### src/rtl/mem_port_arbiter.sv
// rtl/mem_port_arbiter.sv - round-robin owner of one shared memory port across four requesters
module mem_port_arbiter #(
  parameter int ADDR_W = 64,
  parameter int DATA_W = 64
) (
  input  logic                clk,
  input  logic                rstn,
  input  logic [3:0]          req_valid,
  input  logic [4*ADDR_W-1:0] req_addr,
  input  logic [4*DATA_W-1:0] req_wdata,
  input  logic [3:0]          req_we,
  output logic [3:0]          req_ready,
  output logic [3:0]          resp_valid,
  output logic [DATA_W-1:0]   resp_rdata,
  output logic [1:0]          sel,
  output logic [3:0]          grant,
  output logic                mem_req_valid,
  input  logic                mem_req_ready,
  output logic [ADDR_W-1:0]   mem_addr,
  output logic [DATA_W-1:0]   mem_wdata,
  output logic                mem_we,
  input  logic                mem_resp_valid,
  input  logic [DATA_W-1:0]   mem_rdata
);

  typedef enum logic [1:0] {IDLE, ISSUE, WAIT} state_t;

  state_t     state, state_nxt;
  logic [1:0] rr_ptr, rr_ptr_nxt;
  logic [1:0] sel_nxt;
  logic [3:0] grant_nxt;
  logic [3:0] sel_oh;
  logic [1:0] pick;
  logic [1:0] idx;
  logic       found;

  // Scan from the farthest offset back to rr_ptr so the nearest requester wins.
  always_comb begin
    pick  = rr_ptr;
    found = 1'b0;
    idx   = '0;
    for (int k = 3; k >= 0; k--) begin
      idx = rr_ptr + 2'(k);
      if (req_valid[idx]) begin
        pick  = idx;
        found = 1'b1;
      end
    end
  end

  assign sel_oh     = 4'b0001 << sel;
  assign mem_addr   = req_addr[32'(sel) * ADDR_W +: ADDR_W];
  assign mem_wdata  = req_wdata[32'(sel) * DATA_W +: DATA_W];
  assign mem_we     = req_we[sel];
  assign resp_rdata = mem_rdata;

  always_ff @(posedge clk or negedge rstn) begin
    if (!rstn) begin
      state  <= IDLE;
      rr_ptr <= 2'd0;
      sel    <= 2'd0;
      grant  <= 4'd0;
    end else begin
      state  <= state_nxt;
      rr_ptr <= rr_ptr_nxt;
      sel    <= sel_nxt;
      grant  <= grant_nxt;
    end
  end

  always_comb begin
    state_nxt     = state;
    rr_ptr_nxt    = rr_ptr;
    sel_nxt       = sel;
    grant_nxt     = grant;
    mem_req_valid = 1'b0;
    req_ready     = 4'd0;
    resp_valid    = 4'd0;
    case (state)
      IDLE: begin
        if (found) begin
          sel_nxt   = pick;
          grant_nxt = 4'b0001 << pick;
          state_nxt = ISSUE;
        end
      end
      ISSUE: begin
        mem_req_valid = 1'b1;
        if (mem_req_ready) begin
          req_ready = sel_oh;
          state_nxt = WAIT;
        end
      end
      WAIT: begin
        // Response routing is combinational so the owner sees it in the same cycle.
        if (mem_resp_valid) begin
          resp_valid = sel_oh;
          rr_ptr_nxt = sel + 2'd1;
          grant_nxt  = 4'd0;
          state_nxt  = IDLE;
        end
      end
      default: state_nxt = IDLE;
    endcase
  end

endmodule
### config.mk
export PLATFORM = sky130hd
export DESIGN_NAME = mem_port_arbiter
export DESIGN_NICKNAME = d
export VERILOG_FILES = /design/src/rtl/mem_port_arbiter.sv
export SDC_FILE = /design/constraint.sdc
export NUM_CORES = 1
export LEC_CHECK = 0
export ABC_CLOCK_PERIOD_IN_PS = 1950
export BUFFER_PORTS_ARGS = -buffer_cell sky130_fd_sc_hd__buf_4
export CORE_AREA = 4 4 308 310
export DETAILED_ROUTE_END_ITERATION = 6
export DIE_AREA = 0 0 312 314
export GPL_TIMING_DRIVEN = 0
export PLACE_DENSITY = 0.3
export SYNTH_ARGS = -nofsm -noshare
export SYNTH_HDL_FRONTEND = slang
export SYNTH_SLANG_ARGS = --single-unit
### constraint.sdc
create_clock -name clk -period 1.95 [get_ports clk]
set_input_delay 0.2925 -clock clk [delete_from_list [all_inputs] [get_ports clk]]
set_output_delay 0.2925 -clock clk [all_outputs]
set_load 0.05 [all_outputs]
==> results of run 1 <==
flip-flops by register name (all words and copies together) (netlist names):
signal	cells
state	2
rr_ptr	2
grant	4
sel	2
power by group through the flow:
stage | Combinational (mW) | Clock, mW | Sequential (mW)
after floorplan | 9.65 | 0 | 0.541
after global placement | 15.5 | 0 | 0.406
after detailed placement | 15.5 | 0 | 0.408
after CTS | 19.0 | 0.415 | 0.404
after global routing | 19.8 | 0.428 | 0.421
final | 18.8 | 0.400 | 0.402
area by class of cell:
cell class	count	area (sq um)	area share, %
Antenna cell	11	27.5	0.211
Tap cell	1186	1480	11.4
Multi-Input combinational cell	183	3340	25.6
Sequential cell	10	253	1.94
Inverter	3	31.3	0.240
Buffer	93	973	7.47
Clock buffer	4	88.8	0.682
Timing Repair Buffer	774	6840	52.4
what timing repair did:
item | CTS | global route
pin swaps | 3 | 2
gates cloned | 11 | 4
hold buffers | 1 | 0
setup endpoints to repair | 137 | 135
hold endpoints to repair | 10 | 0
setup buffers | 21 | 12
gates resized for setup | 246 | 31
routing by layer:
metal | track usage (%) | wire (microns) | part of all wire (%)
met1 | 11.5 | 20500 | 35
met2 | 20.2 | 29900 | 51
met3 | 6.38 | 7700 | 13
met4 | 1.09 | 651 | 1.1
met5 | 0 | 88 | 0.15
cells by family (layout without fill, tap and decap cells):
logic type	Yosys count	in the layout	synth area share (%)
adders and majority gates	4	4	1.20
AOI/OAI and AO/OA	14	14	2.33
buffers and inverters	98	874	15.7
muxes	129	129	69.4
other	0	11	0
and+or+nand+nor	36	36	5.35
DFF	10	10	5.98
stage by stage:
step	hold slack [ns]	worst slack [ns]
after CTS	0.285	-0.375
after global placement	0.135	-1.16
after detailed placement	0.134	-1.17
final	0.292	-0.309
after global routing	0.304	-0.365
after floorplan	-0.00309	-0.0159
worst paths after layout:
kind | start | endpoint | slack (ns) | depth (start not counted)
setup reg to reg | sel[0] | rr_ptr[1] | 0.43 | 8
hold reg to reg | grant[1] | grant[1] | 0.51 | 2
max in group asynchronous | rstn | sel[0] | 1.34 | 2
min in group asynchronous | rstn | grant[1] | 0.44 | 2
hold / removal | mem_req_ready | state[0] | 0.29 | 2
setup / recovery | sel[0] | mem_wdata[24] | -0.31 | 5
synthesized netlist by cell type (all sizes together), types with 2 or more instances:
cell type  instances  area share [%]
nor2               2            0.18
nand2              5            0.45
nor2b              4            0.66
o21ai              6            0.72
clkbuf             5            0.45
ha                 4             1.2
nor3               2            0.24
and2               6            0.96
a31o               2            0.42
dfrtp             10             6.0
inv                3            0.27
nand3              2            0.24
buf               90              15
and3b              2            0.42
and3               6            0.93
o31ai              2            0.48
mux4             129              69
critical path, delay by kind of cell (launching register included):
family / cells / cell delay, ns
DFF: 1 / 0.38
muxes: 1 / 0.59
buffers and inverters: 4 / 0.70
==> results.ini, run 1 <==
[status]
status=finished, violations left
violations=setup timing

[critical_path]
crit_top_cell=buf_16
path_max_fanout=8
cpPeakStageDelay_ns=0.59
start_kind=register
worstSetupPathType=reg2out
end_kind=output port
crit_required_ns=1.66
path_cells=buf_12 -> buf_16 -> buf_16 -> mux4_2 -> buf_6
worstPathArrival_ns=1.97
cpMaxStageDelayCell=mux4_2

[die]
num_rows=111
ioPinCount=796
die_w_microns=312
die_h_microns=314
coreArea_sq_um=91700
initial_core_util_pct=4.56
dieArea_sq_um=98000

[synth]
syn_area_sq_um=4180
synthFlopType=dfrtp_1
syn-instance-count=291
synth-warning-count=0
seq_area_frac_synth_pct=5.98
async_flop_share_pct=100
synth.avg_cell_area_sq_um=14.4
synth_cell_types=36
synth_edf_count=0
syn_nets=883
ys_ff_latch=10

[drt]
vias=6533
wl_per_cell_microns=26.0
drc=0
firstDrtPassIters=4
viasPerCell=2.89
ant_nets=0
finalWirelength_microns=58800
drt_iter0_drc=211

[power_and_ir_drop]
p_leak_nw=5.75
power_frac_comb_pct=95.9
power_switching_mw=10.8
p_seq_share_pct=2.0
clkPwrFrac_pct=2.0
cellPowerDensity_nw_per_um2=1510
total_power_mw=19.6
irDropWorstVdd_mv=0.648
p_int_mw=8.80
swShare_pct=55.2

[placed_design]
dpl.hpwl_microns=52700
portBuffers=731
placed_cells=2208
gp_congestion=0.930
place_area_sq_um=11300

[final_layout]
area_growth_syn_to_layout_pct=211
fin_nets=1660
drive_gt1_share_pct=95.7
final_util_pct=14.2
stdcell_count=2264
mostFrequentLayoutCell=buf_4
design_area_sq_um=13000
final_cell_mix=buf_4, mux4_2, buf_6, buf_12, buf_8
n_fill_cell=10434

[timing]
fin_crit_ns=2.26
slew-limit-headroom_pct=62.5
tightestPinTransition_ns=0.563
setup_slack_ns=-0.309
setup_violations=134
hold_viol=0
tns_ns=-29.12
rsz0062_at_grt=true
period_share_pct=116
fmax_mhz=443
skew_ns=0.000934
drv_slew=0

[global_route]
grt_max_degree=11
grtUsageTotal_pct=11.1
grt_pass1_vias=7483
antenna_found_initial=33
gr-total-overflow=0
grt_pass1_wl_microns=72900

[clock_network]
ctsHtreeMaxLevel=1
clk_latency_ns=0.23
cts-root-buf=clkbuf_16
clk_pin_slew_ns=0.04
cts_inserted_buffers=3
cts_tree=done
cts.sinks=10
cts_buffer_depth=2

[worst_hold_path]
min_path_type=in2reg

[flow_run]
drv_cap=0

Note: power is estimated with default switching activity, not from simulation.
==> inputs of run 2 (changes only) <==
Settings changed: CELL_PAD_IN_SITES_DETAIL_PLACEMENT set to 1, CELL_PAD_IN_SITES_GLOBAL_PLACEMENT set to 2, CORE_AREA 4 4 308 310 to 4 4 309 311, DIE_AREA 0 0 312 314 to 0 0 313 315, PLACE_DENSITY 0.3 to 0.4.
==> results.ini, run 2 (synthesized netlist as in run 1, its figures left out) <==
[timing]
setup_violations=134  ; unchanged
rsz0062_at_grt=true  ; unchanged
hold_viol=0  ; unchanged
fmax_mhz=454  ; was 443 MHz
setup_slack_ns=-0.254  ; was -0.309 ns
tightestPinTransition_ns=0.613  ; was 0.563 ns
skew_ns=0.00148  ; was 0.000934 ns
drv_slew=0  ; unchanged
period_share_pct=113  ; was 116%
tns_ns=-22.87  ; was -29.12 ns
fin_crit_ns=2.20  ; was 2.26 ns
slew-limit-headroom_pct=59.1  ; was 62.5%

[clock_network]
cts_inserted_buffers=3  ; unchanged
ctsHtreeMaxLevel=1  ; unchanged
cts.sinks=10  ; unchanged
clk_latency_ns=0.24  ; was 0.23 ns
cts_buffer_depth=2  ; unchanged
cts_tree=done  ; unchanged
clk_pin_slew_ns=0.04  ; about the same
cts-root-buf=clkbuf_16  ; unchanged

[critical_path]
r2r-end=rr_ptr[1]  ; unchanged
path_max_fanout=10  ; was 8
crit_buf_inv=4  ; unchanged
crit_required_ns=1.66  ; about the same
cpPeakStageDelay_ns=0.57  ; was 0.59 ns
worstSetupPathType=reg2out  ; unchanged
r2r_cells=8  ; unchanged
worstPathArrival_ns=1.91  ; was 1.97 ns
cpMaxStageDelayCell=mux4_2  ; unchanged
r2r_slack_ns=0.40  ; was 0.43 ns
start_kind=register  ; unchanged
path_cells=buf_12 -> buf_16 -> buf_12 -> mux4_2 -> buf_6  ; was buf_12 -> buf_16 -> buf_16 -> mux4_2 -> buf_6
crit_top_cell=buf_12  ; was buf_16
r2r_start=sel[0]  ; unchanged
crit_family=buffers and inverters  ; unchanged
end_kind=output port  ; unchanged

[placed_design]
dpl.hpwl_microns=48900  ; was 52700 microns
place_area_sq_um=11300  ; about the same
gp_congestion=0.917  ; was 0.930
dp_slack_ns=-0.942  ; was -1.17 ns
portBuffers=731  ; unchanged

[final_layout]
final_util_pct=13.8  ; was 14.2%
mostFrequentLayoutCell=buf_4  ; unchanged
multiInputGateArea_sq_um=3340  ; unchanged
regArea_sq_um=253  ; unchanged
final_cell_mix=buf_4, mux4_2, buf_6, buf_12, buf_8  ; unchanged
fin_nets=1645  ; was 1660
area_growth_syn_to_layout_pct=206  ; was 211%
drive_gt1_share_pct=95.6  ; was 95.7%
largest-register=grant  ; unchanged
largest_reg_flops=4  ; unchanged
design_area_sq_um=12800  ; was 13000 sq um
n_fill_cell=10886  ; was 10434

[global_route]
grt_use_met1_pct=11.0  ; was 11.5%
antenna_found_initial=18  ; was 33
grt_pass1_wl_microns=68600  ; was 72900 microns
grt_busiest_layer=met2  ; unchanged
grtUsageTotal_pct=10.3  ; was 11.1%
grt_pass1_vias=7468  ; was 7483
gr-usage-met3_pct=4.73  ; was 6.38%
gr-total-overflow=0  ; unchanged
grt_util_met2_pct=19.1  ; was 20.2%
grt_max_degree=11  ; unchanged

[power_and_ir_drop]
irDropWorstVdd_mv=0.607  ; was 0.648 mV
cellPowerDensity_nw_per_um2=1470  ; was 1510 nW/um^2
p_int_mw=8.25  ; was 8.80 mW
total_power_mw=18.8  ; was 19.6 mW
swShare_pct=56.1  ; was 55.2%
p_seq_share_pct=2.1  ; was 2.0%
power_switching_mw=10.6  ; was 10.8 mW
power_frac_comb_pct=95.6  ; was 95.9%
p_leak_nw=5.60  ; was 5.75 nW
clkPwrFrac_pct=2.2  ; was 2.0%

[drt]
wl_per_cell_microns=23.4  ; was 26.0 microns
vias=6426  ; was 6533
finalWirelength_microns=54100  ; was 58800 microns
viasPerCell=2.78  ; was 2.89
drt_iter0_drc=177  ; was 211
firstDrtPassIters=4  ; unchanged
ant_nets=0  ; unchanged
drc=0  ; unchanged

[flow_run]
drv_cap=0  ; unchanged

[worst_hold_path]
worstHoldStart=mem_req_ready  ; unchanged
min_path_type=in2reg  ; unchanged
min_path_cells=2  ; unchanged
whs_endpoint=state[0]  ; unchanged

[status]
violations=setup timing  ; unchanged
status=finished, violations left  ; unchanged

[die]
num_rows=112  ; was 111
initial_core_util_pct=4.51  ; was 4.56%
ioPinCount=796  ; unchanged
die_w_microns=313  ; was 312 microns
dieArea_sq_um=98600  ; was 98000 sq um
die_h_microns=315  ; was 314 microns
coreArea_sq_um=92800  ; was 91700 sq um

-- run 2: layer usage --
layer  vias to the layer above  wire length (microns)  share of wire (%)
met5                         -                    126               0.23
met4                        22                    344               0.64
met3                        38                   6410                 12
met2                       473                  28200                 52
met1                      3145                  19100                 35
li1                       2748                      -                  -
-- run 2: timing repair --
item                                   CTS  global route
pin swaps                                2             1
resized for setup                      231            32
endpoints found under the hold margin   10             0
hold buffers                             1             0
cloned                                   9             1
setup endpoints to repair              137           135
buffers inserted                        18             4
-- run 2: how the worst max path moves through the flow --
stage / cells after the start / slack [ns] / from / endpoint
detailed placement: 7 / -0.94 / sel[1] / req_ready[0]
global route: 5 / -0.33 / sel[0] / mem_wdata[22]
CTS: 7 / -0.36 / sel[0] / mem_addr[6]
global placement: 7 / -0.88 / sel[1] / req_ready[0]
finish: 5 / -0.25 / sel[0] / mem_wdata[58]
floorplan: 4 / -0.02 / sel[0] / mem_addr[10]
-- run 2: power groups by stage --
stage               Combinational [mW]  Sequential, mW  Clock (mW)
floorplan                         9.65           0.541           0
global placement                  15.3           0.414           0
CTS                               18.4           0.408       0.429
detailed placement                15.3           0.415           0
global route                      18.9           0.426       0.447
finish                            18.0           0.403       0.417
-- run 2: worst reg2reg max path: cells and delay by family, from the launching register on --
kind	cells	cell delay [ns]
AND/OR/NAND/NOR	1	0.06
adder cells (fa/ha/maj)	1	0.18
flip-flops	1	0.42
AO/OA/AOI/OAI	1	0.08
buffers and inverters	5	0.68
-- run 2: through the flow --
step | cells | hold slack [ns]
floorplan | 291 | -0.00309
global placement | 2276 | 0.136
detailed placement | 2276 | 0.138
CTS | 2308 | 0.277
global route | 2306 | 0.298
finish | 2310 | 0.278
-- run 2: area by class of cell --
cell class / count / share of cell area (%)
inverter: 3 / 0.244
timing repair buffer: 760 / 51.2
sequential: 10 / 1.97
buffer: 92 / 7.50
tap: 1254 / 12.3
clock buffer: 4 / 0.694
multi-input combinational: 183 / 26.1
antenna: 4 / 0.0782
==> inputs of run 3 (changes only) <==
Settings changed: SETUP_SLACK_MARGIN set to 0.05.
==> results.ini, run 3 (synthesized netlist as in run 1, its figures left out) <==
[status]
status=finished, violations left  ; unchanged
violations=setup timing  ; unchanged

[power_and_ir_drop]
p_leak_nw=5.67  ; was 5.60 nW
irDropWorstVdd_mv=0.740  ; was 0.607 mV
p_seq_share_pct=2.1  ; about the same
power_frac_comb_pct=96.0  ; was 95.6%
cellPowerDensity_nw_per_um2=1500  ; was 1470 nW/um^2
clkPwrFrac_pct=1.9  ; was 2.2%
power_switching_mw=10.9  ; was 10.6 mW
swShare_pct=56.3  ; was 56.1%
p_int_mw=8.45  ; was 8.25 mW

[timing]
slew-limit-headroom_pct=65.9  ; was 59.1%
period_share_pct=120  ; was 113%
drv_slew=0  ; unchanged
fmax_mhz=428  ; was 454 MHz
setup_slack_ns=-0.389  ; was -0.254 ns
hold_viol=0  ; unchanged
setup_violations=133  ; was 134
tightestPinTransition_ns=0.512  ; was 0.613 ns
fin_crit_ns=2.34  ; was 2.20 ns
rsz0062_at_grt=true  ; unchanged
skew_ns=0.00442  ; was 0.00148 ns

[placed_design]
place_area_sq_um=11400  ; was 11300 sq um
portBuffers=731  ; unchanged
dpl.hpwl_microns=47300  ; was 48900 microns
gp_congestion=0.868  ; was 0.917

[critical_path]
path_max_fanout=7  ; was 10
endpoint=mem_wdata[59]  ; was mem_wdata[58]
end_kind=output port  ; unchanged
r2r-end=rr_ptr[1]  ; unchanged
start_kind=register  ; unchanged
worstSetupPathType=reg2out  ; unchanged
r2r_slack_ns=0.36  ; was 0.40 ns
path_cells=buf_12 -> buf_16 -> buf_16 -> buf_12 -> mux4_2 -> buf_8  ; was buf_12 -> buf_16 -> buf_12 -> mux4_2 -> buf_6
startpoint=sel[0]  ; unchanged
r2r_cells=7  ; was 8
cpMaxStageDelayCell=mux4_2  ; unchanged
r2r_start=sel[0]  ; unchanged
cpPeakStageDelay_ns=0.53  ; was 0.57 ns
worstPathArrival_ns=2.05  ; was 1.91 ns
crit_required_ns=1.66  ; about the same

[final_layout]
largest_reg_flops=4  ; unchanged
area_growth_syn_to_layout_pct=208  ; was 206%
final_util_pct=13.9  ; was 13.8%
fin_nets=1654  ; was 1645
regArea_sq_um=253  ; unchanged
design_area_sq_um=12900  ; was 12800 sq um
mostFrequentLayoutCell=buf_4  ; unchanged
largest-register=grant  ; unchanged
drive_gt1_share_pct=95.2  ; was 95.6%
final_cell_mix=buf_4, mux4_2, buf_6, buf_12, buf_8  ; unchanged
n_fill_cell=10879  ; was 10886
multiInputGateArea_sq_um=3300  ; was 3340 sq um

[global_route]
grt_pass1_vias=7263  ; was 7468
antenna_found_initial=9  ; was 18
gr-total-overflow=0  ; unchanged
grtUsageTotal_pct=9.83  ; was 10.3%
grt_max_degree=11  ; unchanged
grt_pass1_wl_microns=66200  ; was 68600 microns

[drt]
firstDrtPassIters=4  ; unchanged
viasPerCell=2.75  ; was 2.78
drt_iter0_drc=219  ; was 177
vias=6373  ; was 6426
finalWirelength_microns=53100  ; was 54100 microns
wl_per_cell_microns=22.9  ; was 23.4 microns
ant_nets=0  ; unchanged
drc=0  ; unchanged

[clock_network]
cts_inserted_buffers=3  ; unchanged
clk_pin_slew_ns=0.04  ; about the same
cts-root-buf=clkbuf_16  ; unchanged
ctsHtreeMaxLevel=1  ; unchanged
cts_tree=done  ; unchanged
clk_latency_ns=0.23  ; was 0.24 ns
cts.sinks=10  ; unchanged
cts_buffer_depth=2  ; unchanged

[die]
initial_core_util_pct=4.51  ; unchanged
coreArea_sq_um=92800  ; unchanged
ioPinCount=796  ; unchanged
die_w_microns=313  ; unchanged
num_rows=112  ; unchanged
die_h_microns=315  ; unchanged
dieArea_sq_um=98600  ; unchanged

[worst_hold_path]
min_path_type=in2reg  ; unchanged

[flow_run]
drv_cap=0  ; unchanged

run 3: cell types whose count changed in the layout (fill, tap and decap cells not counted), sizes merged:
cell,delta
buf,+6
clkbuf,+3
clkinv,-1
diode,+1
inv,+1
run 3: worst max-delay path: cells and delay by family (launching register included):
family                 cells  cell delay [ns]
buffers and inverters      5             0.81
DFF                        1             0.43
muxes                      1             0.53
run 3: through the flow:
step | hold slack [ns] | power (mW) | setup TNS, ns | instances | worst slack, ns
detailed placement | 0.139 | 16.2 | -79.86 | 2276 | -1.06
finish | 0.288 | 19.3 | -36.16 | 2320 | -0.389
CTS | 0.292 | 19.6 | -50.69 | 2312 | -0.476
floorplan | -0.00309 | 10.3 | -0.751 | 291 | -0.0150
global placement | 0.141 | 16.2 | -79.35 | 2276 | -1.05
global route | 0.304 | 20.3 | -45.89 | 2316 | -0.464
run 3: repair_timing:
action	4_1_cts	5_1_grt
hold endpoints to repair	10	0
hold buffers	1	0
setup endpoints to repair	137	135
buffers inserted	22	4
gates cloned	9	3
gates resized for setup	210	33
run 3: worst min path at each step:
stage	startpoint	to	depth (start not counted)
2_1_floorplan	rstn	grant[0]	0
3_3_place_gp	rstn	rr_ptr[1]	1
3_5_place_dp	rstn	rr_ptr[0]	1
4_1_cts	mem_req_ready	state[0]	2
5_1_grt	mem_req_ready	state[0]	2
6_report	mem_req_ready	state[0]	2
run 3: area by class of cell:
class                           instances  share of cell area [%]
Timing Repair Buffer                  767                    51.8
Multi-Input combinational cell        183                    25.6
Tap cell                             1254                    12.2
Buffer                                 94                    7.62
Sequential cell                        10                    1.96
Clock buffer                            4                   0.612
Inverter                                3                   0.146
Antenna cell                            5                  0.0971
run 3: metal layers:
layer	up-vias	wire, microns	global-route usage (%)	share of wire (%)
met1	3138	18800	11.0	35
met2	448	27000	17.8	51
met5	-	27	0	0.051
met4	4	414	0.795	0.78
li1	2767	-	-	-
met3	16	6810	4.60	13
run 3: power groups by stage:
stage / Sequential, mW / Combinational [mW] / Clock [mW]
after floorplan: 0.541 / 9.75 / 0
after global placement: 0.431 / 15.8 / 0
after detailed placement: 0.432 / 15.8 / 0
after CTS: 0.423 / 18.8 / 0.373
after global routing: 0.436 / 19.5 / 0.381
final: 0.414 / 18.5 / 0.366
